===== src/rtl/sc_sequence_counter.sv =====
// Control-unit sequence counter: run/halt FSM, SC step counter, sticky overrun, retired-instruction count.
// Optional registered one-hot timing output T_reg when SC_ONEHOT_OUT_EN is defined.
module sc_sequence_counter #(
  parameter int SC_W  = 4,
  parameter int MAX_T = 7,
  parameter int CNT_W = 16
) (
  input  logic             clk,
  input  logic             rst_n,
  input  logic             start,
  input  logic             halt,
  input  logic             sc_clr,
  input  logic             stall,
  input  logic             ovr_clr,
  output logic [SC_W-1:0]  SC,
  output logic             running,
  output logic             overrun,
  output logic [CNT_W-1:0] instr_cnt
`ifdef SC_ONEHOT_OUT_EN
  ,
  output logic [MAX_T:0]   T_reg
`endif
);

  localparam logic [SC_W-1:0] MAX_SC = SC_W'(MAX_T);

  typedef enum logic [1:0] {IDLE, RUN, HALTING} state_t;

  state_t          state, state_nxt;
  logic [SC_W-1:0] sc_nxt;
  logic            ovr_set;
  logic            cnt_inc;

  always_ff @(posedge clk or negedge rst_n) begin
    if (!rst_n) state <= IDLE;
    else        state <= state_nxt;
  end

  always_comb begin
    state_nxt = state;
    case (state)
      IDLE:    if (start && !halt) state_nxt = RUN;
      RUN:     if (halt) state_nxt = sc_clr ? IDLE : HALTING;
      HALTING: if (sc_clr) state_nxt = IDLE;
      default: state_nxt = IDLE;
    endcase
  end

  always_comb begin
    running = (state != IDLE);
  end

  // Step datapath; sc_clr beats stall, stall beats wrap/increment.
  always_comb begin
    sc_nxt  = SC;
    ovr_set = 1'b0;
    cnt_inc = 1'b0;
    if (state == IDLE) begin
      sc_nxt = '0;
    end else if (sc_clr) begin
      sc_nxt  = '0;
      cnt_inc = 1'b1;
    end else if (!stall) begin
      if (SC == MAX_SC) begin
        sc_nxt  = '0;
        ovr_set = 1'b1;
      end else begin
        sc_nxt = SC + 1'b1;
      end
    end
  end

  always_ff @(posedge clk or negedge rst_n) begin
    if (!rst_n) begin
      SC        <= '0;
      overrun   <= 1'b0;
      instr_cnt <= '0;
    end else begin
      SC        <= sc_nxt;
      overrun   <= ovr_set | (overrun & ~ovr_clr);
      instr_cnt <= instr_cnt + CNT_W'(cnt_inc);
    end
  end

`ifdef SC_ONEHOT_OUT_EN
  localparam int TW = MAX_T + 1;

  always_ff @(posedge clk or negedge rst_n) begin
    if (!rst_n) T_reg <= TW'(1);
    else        T_reg <= TW'(1) << sc_nxt;
  end
`endif

endmodule


===== config.mk =====
export PLATFORM = sky130hd
export DESIGN_NAME = sc_sequence_counter
export DESIGN_NICKNAME = d
export VERILOG_FILES = /design/src/rtl/sc_sequence_counter.sv
export SDC_FILE = /design/constraint.sdc
export NUM_CORES = 1
export LEC_CHECK = 0
export ABC_AREA = 1
export CORE_ASPECT_RATIO = 0.7
export CORE_MARGIN = 1.5
export CORE_UTILIZATION = 36
export CTS_CLUSTER_SIZE = 16
export DETAILED_ROUTE_END_ITERATION = 8
export MAX_ROUTING_LAYER = met4
export PLACE_DENSITY = 0.72
export SYNTH_ARGS = -nofsm -noshare
export SYNTH_HDL_FRONTEND = slang
export SYNTH_SLANG_ARGS = --single-unit

===== constraint.sdc =====
create_clock -name clk -period 1.75 [get_ports clk]
set_input_delay 0.35 -clock clk [delete_from_list [all_inputs] [get_ports clk]]
set_output_delay 0.35 -clock clk [all_outputs]
set_load 0.05 [all_outputs]

; Word-level counts from Yosys, hierarchy flattened
; Cells that the tools add are included.
[op_classes]
n_reduce_logical = 5
mux = 15
addsub = 2
n_eq_ne = 7
bitwise = 3
[op_table]
columns = cell, count
row1 = 16-bit by 1-bit adder with 16-bit output, 1
row2 = 4-bit 2-to-1 mux, 4
row3 = 2-bit 2-to-1 mux, 4
row4 = 1-bit 2-to-1 mux, 6
row5 = 2-bit inequality test (second input constant), 3
row6 = 2-bit one-hot mux with 3 select lines, 1
row7 = 4-bit by 1-bit adder with 4-bit output (second input constant), 1
row8 = 4-bit by 3-bit equality test with 1-bit output (second input constant), 1
row9 = 3-bit by 2-bit inequality test with 1-bit output (second input constant), 1
row10 = 3-bit AND reduction, 1
row11 = 2-bit by 1-bit equality test with 1-bit output (second input constant), 1
row12 = 2-bit equality test (second input constant), 1
row13 = 2-bit logical NOT, 1
row14 = 2-bit nonzero test, 1
row15 = 1-bit bitwise AND, 1
row16 = 1-bit logical AND, 1
row17 = 1-bit logical NOT, 1
row18 = 1-bit inverter, 1
row19 = 1-bit OR, 1
[word_totals]
out_inout_bits = 22
in_bits = 7
regBits = 23
word_cells = 36

; Logic depth before layout (Yosys ltp)
; Gate-level depths: netlist of the first run.
[depth]
depth_word = 6
mapped_depth = 9
mapped_depth_nobuf = 9

; Worst setup path before layout of the first run
; Ideal clock, no wire load.
[synth_path]
kind = register to register
start = reg instr_cnt[0]
end = reg instr_cnt[10]
setup_slack_ps = 116
stages_incl_launch_ff = 7
period_less_slack_ps = 1634
setup_time_ps = 123
n_path_buf = 0
arrival_time_ps = 1511
t_required_ps = 1627
cell_sequence = dfrtp_1 > ha_1 > ha_1 > nand2_1 > nor2_2 > nand2_1 > xor2_1
[synth_between]
elab_chain_cells = 1
[synth_lines]
columns = element, line
row1 = "start, declared", 18  ; output logic [CNT_W-1:0] instr_cnt
row2 = "start signal, assigned", 81  ; instr_cnt <= instr_cnt + CNT_W'(cnt_inc);
row3 = 16-bit by 1-bit adder with 16-bit output, 81
; No other way between the ends.
; A chain may end at the register's enable or synchronous reset.

; Worst setup path after layout of the first run
[layout_path]
start = in sc_clr
end = reg instr_cnt[10]
[layout_between]
elab_chain_cells = 3
[layout_lines]
columns = element, line
row1 = "start, declared", 12  ; input logic sc_clr,
row2 = 1-bit 2-to-1 mux, 60  ; end else if (sc_clr) begin
row3 = 1-bit 2-to-1 mux, 58  ; if (state == IDLE) begin
row4 = 16-bit by 1-bit adder with 16-bit output, 81
; No other way between the ends.

==> results of run 1 <==
placed cells by master, fill, tap and decap left out, drive strengths merged:
cell and n:
o22ai 1, nand3 8, nand4 4, nor3 2, inv 18, dfrtp 23, xnor2 2, ha 3
clkbuf 4, clkdlybuf4s50 6, nor2 20, nand2 40, and3 1, buf 27, o21ai 3, a21oi 2
xor2 7
what timing repair did:
item / CTS / global route
buffers inserted: 0 / 0
hold endpoints to repair: 0 / 0
setup endpoints to repair: 0 / 3
gates resized for setup: 0 / 2
layer usage:
layer	share of wire [%]	vias up
met1	49	455
met4	1.6	0
met5	0	-
li1	-	491
met2	44	22
met3	5.6	4
area by class of cell:
class	count	share of cell area, %
repair buffers	33	17.6
flip-flops and latches	23	38.5
well taps	36	3.01
clock buffers	4	3.01
multi-input cells	93	33.4
inverters	18	4.52
final timing paths:
path,from,endpoint,slack (ns),depth (start not counted)
worst min-delay path,rst_n,SC[3]$_DFFE_PN0P_,0.44,2
max in group asynchronous,rst_n,instr_cnt[12]$_DFF_PN0_,1.09,2
worst min register to register,state[1]$_DFFE_PN0P_,state[0]$_DFFE_PN0P_,0.47,1
worst max-delay path,sc_clr,instr_cnt[10]$_DFF_PN0_,0.09,9
min in group clk,state[1]$_DFFE_PN0P_,state[0]$_DFFE_PN0P_,0.47,1
worst max register to register,state[1]$_DFFE_PN0P_,instr_cnt[10]$_DFF_PN0_,0.26,8
report_power, final:
group | switching (W) | leakage [nW] | internal [W]
logic | 0.000329 | 0.427 | 0.000144
clock network | 0.000169 | 0.0228 | 0.000163
registers | 0.0000824 | 0.305 | 0.000594
total | 0.000581 | 0.754 | 0.000900
sequential cells by signal, indices dropped and copies added, names as in the netlist:
| signal | cells |
|---|---|
| state | 2 |
| overrun | 1 |
| instr_cnt | 16 |
| SC | 4 |
per-stage QoR:
| stage | total power (W) | std cells | setup TNS (ns) | hold WS, ns | worst slack (ns) |
|---|---|---|---|---|---|
| 2_1_floorplan | 0.000973 | 134 | 0 | 0.0544 | 0.116 |
| 3_3_place_gp | 0.00114 | 203 | -0.874 | 0.449 | -0.170 |
| 3_5_place_dp | 0.00116 | 203 | -1.40 | 0.458 | -0.226 |
| 4_1_cts | 0.00149 | 207 | 0 | 0.435 | 0.0548 |
| 5_1_grt | 0.00156 | 207 | 0 | 0.456 | 0.00210 |
| 6_report | 0.00148 | 207 | 0 | 0.435 | 0.0857 |
cells by family (layout without fill, tap and decap cells):
group                    Yosys count  after routing  share of synthesized area [%]
buffers and inverters             18             55                           5.97
AND/OR/NAND/NOR                   75             75                           30.2
XOR/XNOR                           9              9                           6.96
flip-flops                        23             23                           50.8
AO/OA/AOI/OAI                      6              6                           2.76
adder cells (fa/ha/maj)            3              3                           3.32
critical path, delay by kind of cell:
kind	cells	cell delay, ns
and+or+nand+nor	4	0.43
adders and majority gates	2	0.38
buffers and inverters	2	0.52
xor gates and xnor gates	1	0.14
==> results.tsv, run 1 <==
metric	value	unit
status	finished clean	
grtUsageMet3	4.91	%
grt_use_met2	22.2	%
drc_errors	0	
yosysTopAreaCell	dfrtp_1	
insertion_delay	0.27	ns
crit_type	in -> reg	
crit_slowest_cell	clkdlybuf4s50_1	
fill_cells	289	
grt_overflow_total	0	
avgViaCountPerCell	4.70	
synth_edf_count	0	
placed_area	0.00144	mm^2
slew-limit-headroom	80.6	%
vias	972	
synthArstFlopShare	100	%
synth-seq-area-share	50.8	%
place.gp.congestion	0.816	
cts_buffers	3	
hold_buffers	0	
synth_area	0.00113	mm^2
cts.sinks	23	
synth_top_flop_cell	dfrtp_1	
synth_nets	144	
ant_nets	0	
period_minus_slack	1.66	ns
clk_pin_slew_worst_paths	0.08	ns
setup_violations	0	
syn_to_final_growth	32.0	%
drt-wirelength-per-cell	11.5	um
nets	182	
antenna_found_initial	0	
worstPathArrival	1.83	ns
drt_iter0_markers	41	
min_path_type	in -> async	
drive_gt1_share	22.8	%
ys_warn_count	0	
grt_pass1_vias	864	
dieHeight	49.9	um
dp_hpwl	1840	um
fin_util	51.9	%
cp_slowest_stage_delay	0.48	ns
io_buffers	28	
worst_slew_pin_slew	0.291	ns
grt_pass1_wl	3940	um
io_pins	29	
seq_area	576	um^2
synth_top_area_share	50.8	%
wl	2390	um
syn_inst	134	
grt_max_degree	24	
synth_most_common_cell	nand2_1	
met1_usage	20.1	%
antenna_cells	0	
die_area	0.00350	mm^2
grt_busiest_layer	met2	
start_util	39.3	%
power_density	991	mW/mm^2
h-tree-depth	1	
avgSynthCellArea	8.45	um^2
cap_violations	0	
hold_violations	0	
cp_data_required_time	1.91	ns
die_w	70.0	um
synth-seq-cells	23	
skew	0.00233	ns
design.core.area	0.00288	mm^2
clock_path_buffers	2	
vdd_drop_max	0.000903	V
end_kind	flip-flop	
num_rows	16	
synth_top_cells_by_area	dfrtp_1, nand2_1, inv_1, xor2_1, nor2_1	
power_leakage	0.754	nW
ys_top_cells_by_count	nand2_1, dfrtp_1, inv_1	
cts_tree	built	
design_area	0.00150	mm^2
fin_crit_sh	95.1	%
root_buffer	clkbuf_8	
path_cells	clkdlybuf4s50_1, inv_1, nor2_1, ha_1, ha_1, nand2_1, nor2_4, nand2_1, xor2_1	
crit_fanout	4	
rsz0062_at_grt	no	
slew_viol_final	0	
max_freq	0.601	GHz
dr.pass1.iters	4	
track_usage	15.2	%
multiInputGateArea	499	um^2
synthDistinctLibCells	19	
start_kind	input pin	
Power figures use the tool's default switching activity.
==> run 2, diff against run 1 <==
--- a/config.mk
+++ b/config.mk
@@ -7,12 +7,13 @@
 export LEC_CHECK = 0
 export ABC_AREA = 1
 export CORE_ASPECT_RATIO = 0.7
-export CORE_MARGIN = 1.5
+export CORE_MARGIN = 5
 export CORE_UTILIZATION = 36
 export CTS_CLUSTER_SIZE = 16
 export DETAILED_ROUTE_END_ITERATION = 8
 export MAX_ROUTING_LAYER = met4
 export PLACE_DENSITY = 0.72
+export SLEW_MARGIN = 25
 export SYNTH_ARGS = -nofsm -noshare
 export SYNTH_HDL_FRONTEND = slang
 export SYNTH_SLANG_ARGS = --single-unit
==> results.tsv, run 2 (synthesis results as in run 1) <==
metric	value	unit
dr.pass1.iters	4	
design.core.area	0.00308	mm^2
path_cells	clkdlybuf4s50_1, inv_1, nor2_2, ha_2, ha_2, nand2_1, nor2_4, nand2_1, xnor2_1	
syn_to_final_growth	32.4	%
drc_errors	0	
path_buf_inv	2	
end_kind	flip-flop	
drt-wirelength-per-cell	12.2	um
nets	181	
layout_commonest_cell	nand2_1	
period_minus_slack	1.66	ns
grt_pass1_wl	4510	um
drt_iter0_markers	31	
min_path_type	in -> async	
die_w	77.0	um
crit_end	instr_cnt[8]$_DFF_PN0_	
cp_top_family	buffers and inverters	
final_cell_mix	nand2_1, buf_4, dfrtp_1	
largestRegisters	instr_cnt (16), SC (4), state (2)	
clock_path_buffers	2	
crit_type	in -> reg	
wl	2540	um
rrSetupSlack	0.24	ns
cts.sinks	23	
combPwrFrac	31.8	%
setup_violations	0	
dp_hpwl	1970	um
h-tree-depth	1	
clockPowerShare	22.7	%
antenna_found_initial	0	
fin_crit_sh	94.9	%
grt_max_degree	24	
avgViaCountPerCell	4.66	
vias	970	
die_area	0.00438	mm^2
io_buffers	28	
grt_overflow_total	0	
dieHeight	56.9	um
postLayoutSetupSlackWorst	0.0896	ns
r2r-end	instr_cnt[10]$_DFF_PN0_	
power.internal	0.000895	W
cts_tree	built	
skew	0.00280	ns
swShare	39.6	%
root_buffer	clkbuf_8	
cp_num_cells	9	
grt_pass1_vias	965	
power_density	989	mW/mm^2
slew_viol_final	0	
clk_pin_slew_worst_paths	0.08	ns
io_pins	29	
place.gp.congestion	0.797	
worst_slew_pin_slew	0.301	ns
drive_gt1_share	24.7	%
cts_setup_buffers	0	
track_usage	12.9	%
start_kind	input pin	
worstReg2RegStart	state[1]$_DFFE_PN0P_	
status	finished clean	
vdd_drop_max	0.00119	V
pwr-share-seq	45.5	%
cap_violations	0	
power_leakage	0.748	nW
largest_register_ffs	16	
ant_nets	0	
regMostFlops	instr_cnt	
crit_fanout	4	
crit_slowest_cell	clkdlybuf4s50_1	
insertion_delay	0.27	ns
slew-limit-headroom	79.9	%
cp_slowest_stage_delay	0.49	ns
fin_util	48.6	%
whs	0.425	ns
hold_buffers	0	
cp_data_required_time	1.91	ns
worstPathArrival	1.82	ns
num_rows	17	
cts_buffers	3	
hold_violations	0	
dp_worst_setup_slack	-0.235	ns
switching_power	0.000587	W
antenna_cells	0	
ff2ff_path_depth	8	
start_util	36.7	%
startpoint	sc_clr	
max_freq	0.602	GHz
rsz0062_at_grt	yes	
-- run 2: worst min path at each step --
stage          cells past startpoint                  from  slack, ns                   end
4_1_cts                            2                 rst_n       0.43     SC[3]$_DFFE_PN0P_
2_1_floorplan                      0                 rst_n       0.05     SC[0]$_DFFE_PN0P_
3_3_place_gp                       1  state[1]$_DFFE_PN0P_       0.45  state[0]$_DFFE_PN0P_
3_5_place_dp                       1  state[0]$_DFFE_PN0P_       0.48  state[1]$_DFFE_PN0P_
5_1_grt                            2                 rst_n       0.46     overrun$_DFF_PN0_
6_report                           2                 rst_n       0.43     overrun$_DFF_PN0_
-- run 2: layout make-up --
type                    instances  area [um^2]
inverters                      18         67.6
repair buffers                 32          255
clock inverters                 1         5.00
clock buffers                   3         41.3
fillers                       294         1590
multi-input cells              93          507
flip-flops and latches         23          576
well taps                      38         47.5
-- run 2: repair_timing --
item / 4_1_cts / 5_1_grt
endpoints found under the setup margin: 0 / 5
endpoints found under the hold margin: 0 / 0
resized for setup: 0 / 5
-- run 2: power groups by stage --
stage	clock (W)	combinational (W)	sequential (W)
floorplan	0	0.000102	0.000871
global placement	0	0.000462	0.000677
detailed placement	0	0.000471	0.000681
CTS	0.000344	0.000472	0.000671
global route	0.000364	0.000514	0.000682
finish	0.000336	0.000472	0.000674
-- run 2: stage by stage --
step | cell area [um^2] | cells | TNS (ns) | power, W
global placement | 1440 | 204 | -0.848 | 0.00114
finish | 1500 | 208 | 0 | 0.00148
detailed placement | 1440 | 204 | -1.79 | 0.00115
CTS | 1480 | 208 | 0 | 0.00149
floorplan | 1130 | 134 | 0 | 0.000973
global route | 1500 | 208 | -0.0443 | 0.00156
-- run 2: metal layers --
layer / up-vias / track usage, % / routed length, um
met5: - / - / 0
met4: 0 / 2.94 / 22
met3: 2 / 4.17 / 133
met2: 25 / 20.0 / 1190
met1: 453 / 16.5 / 1200
li1: 490 / - / -
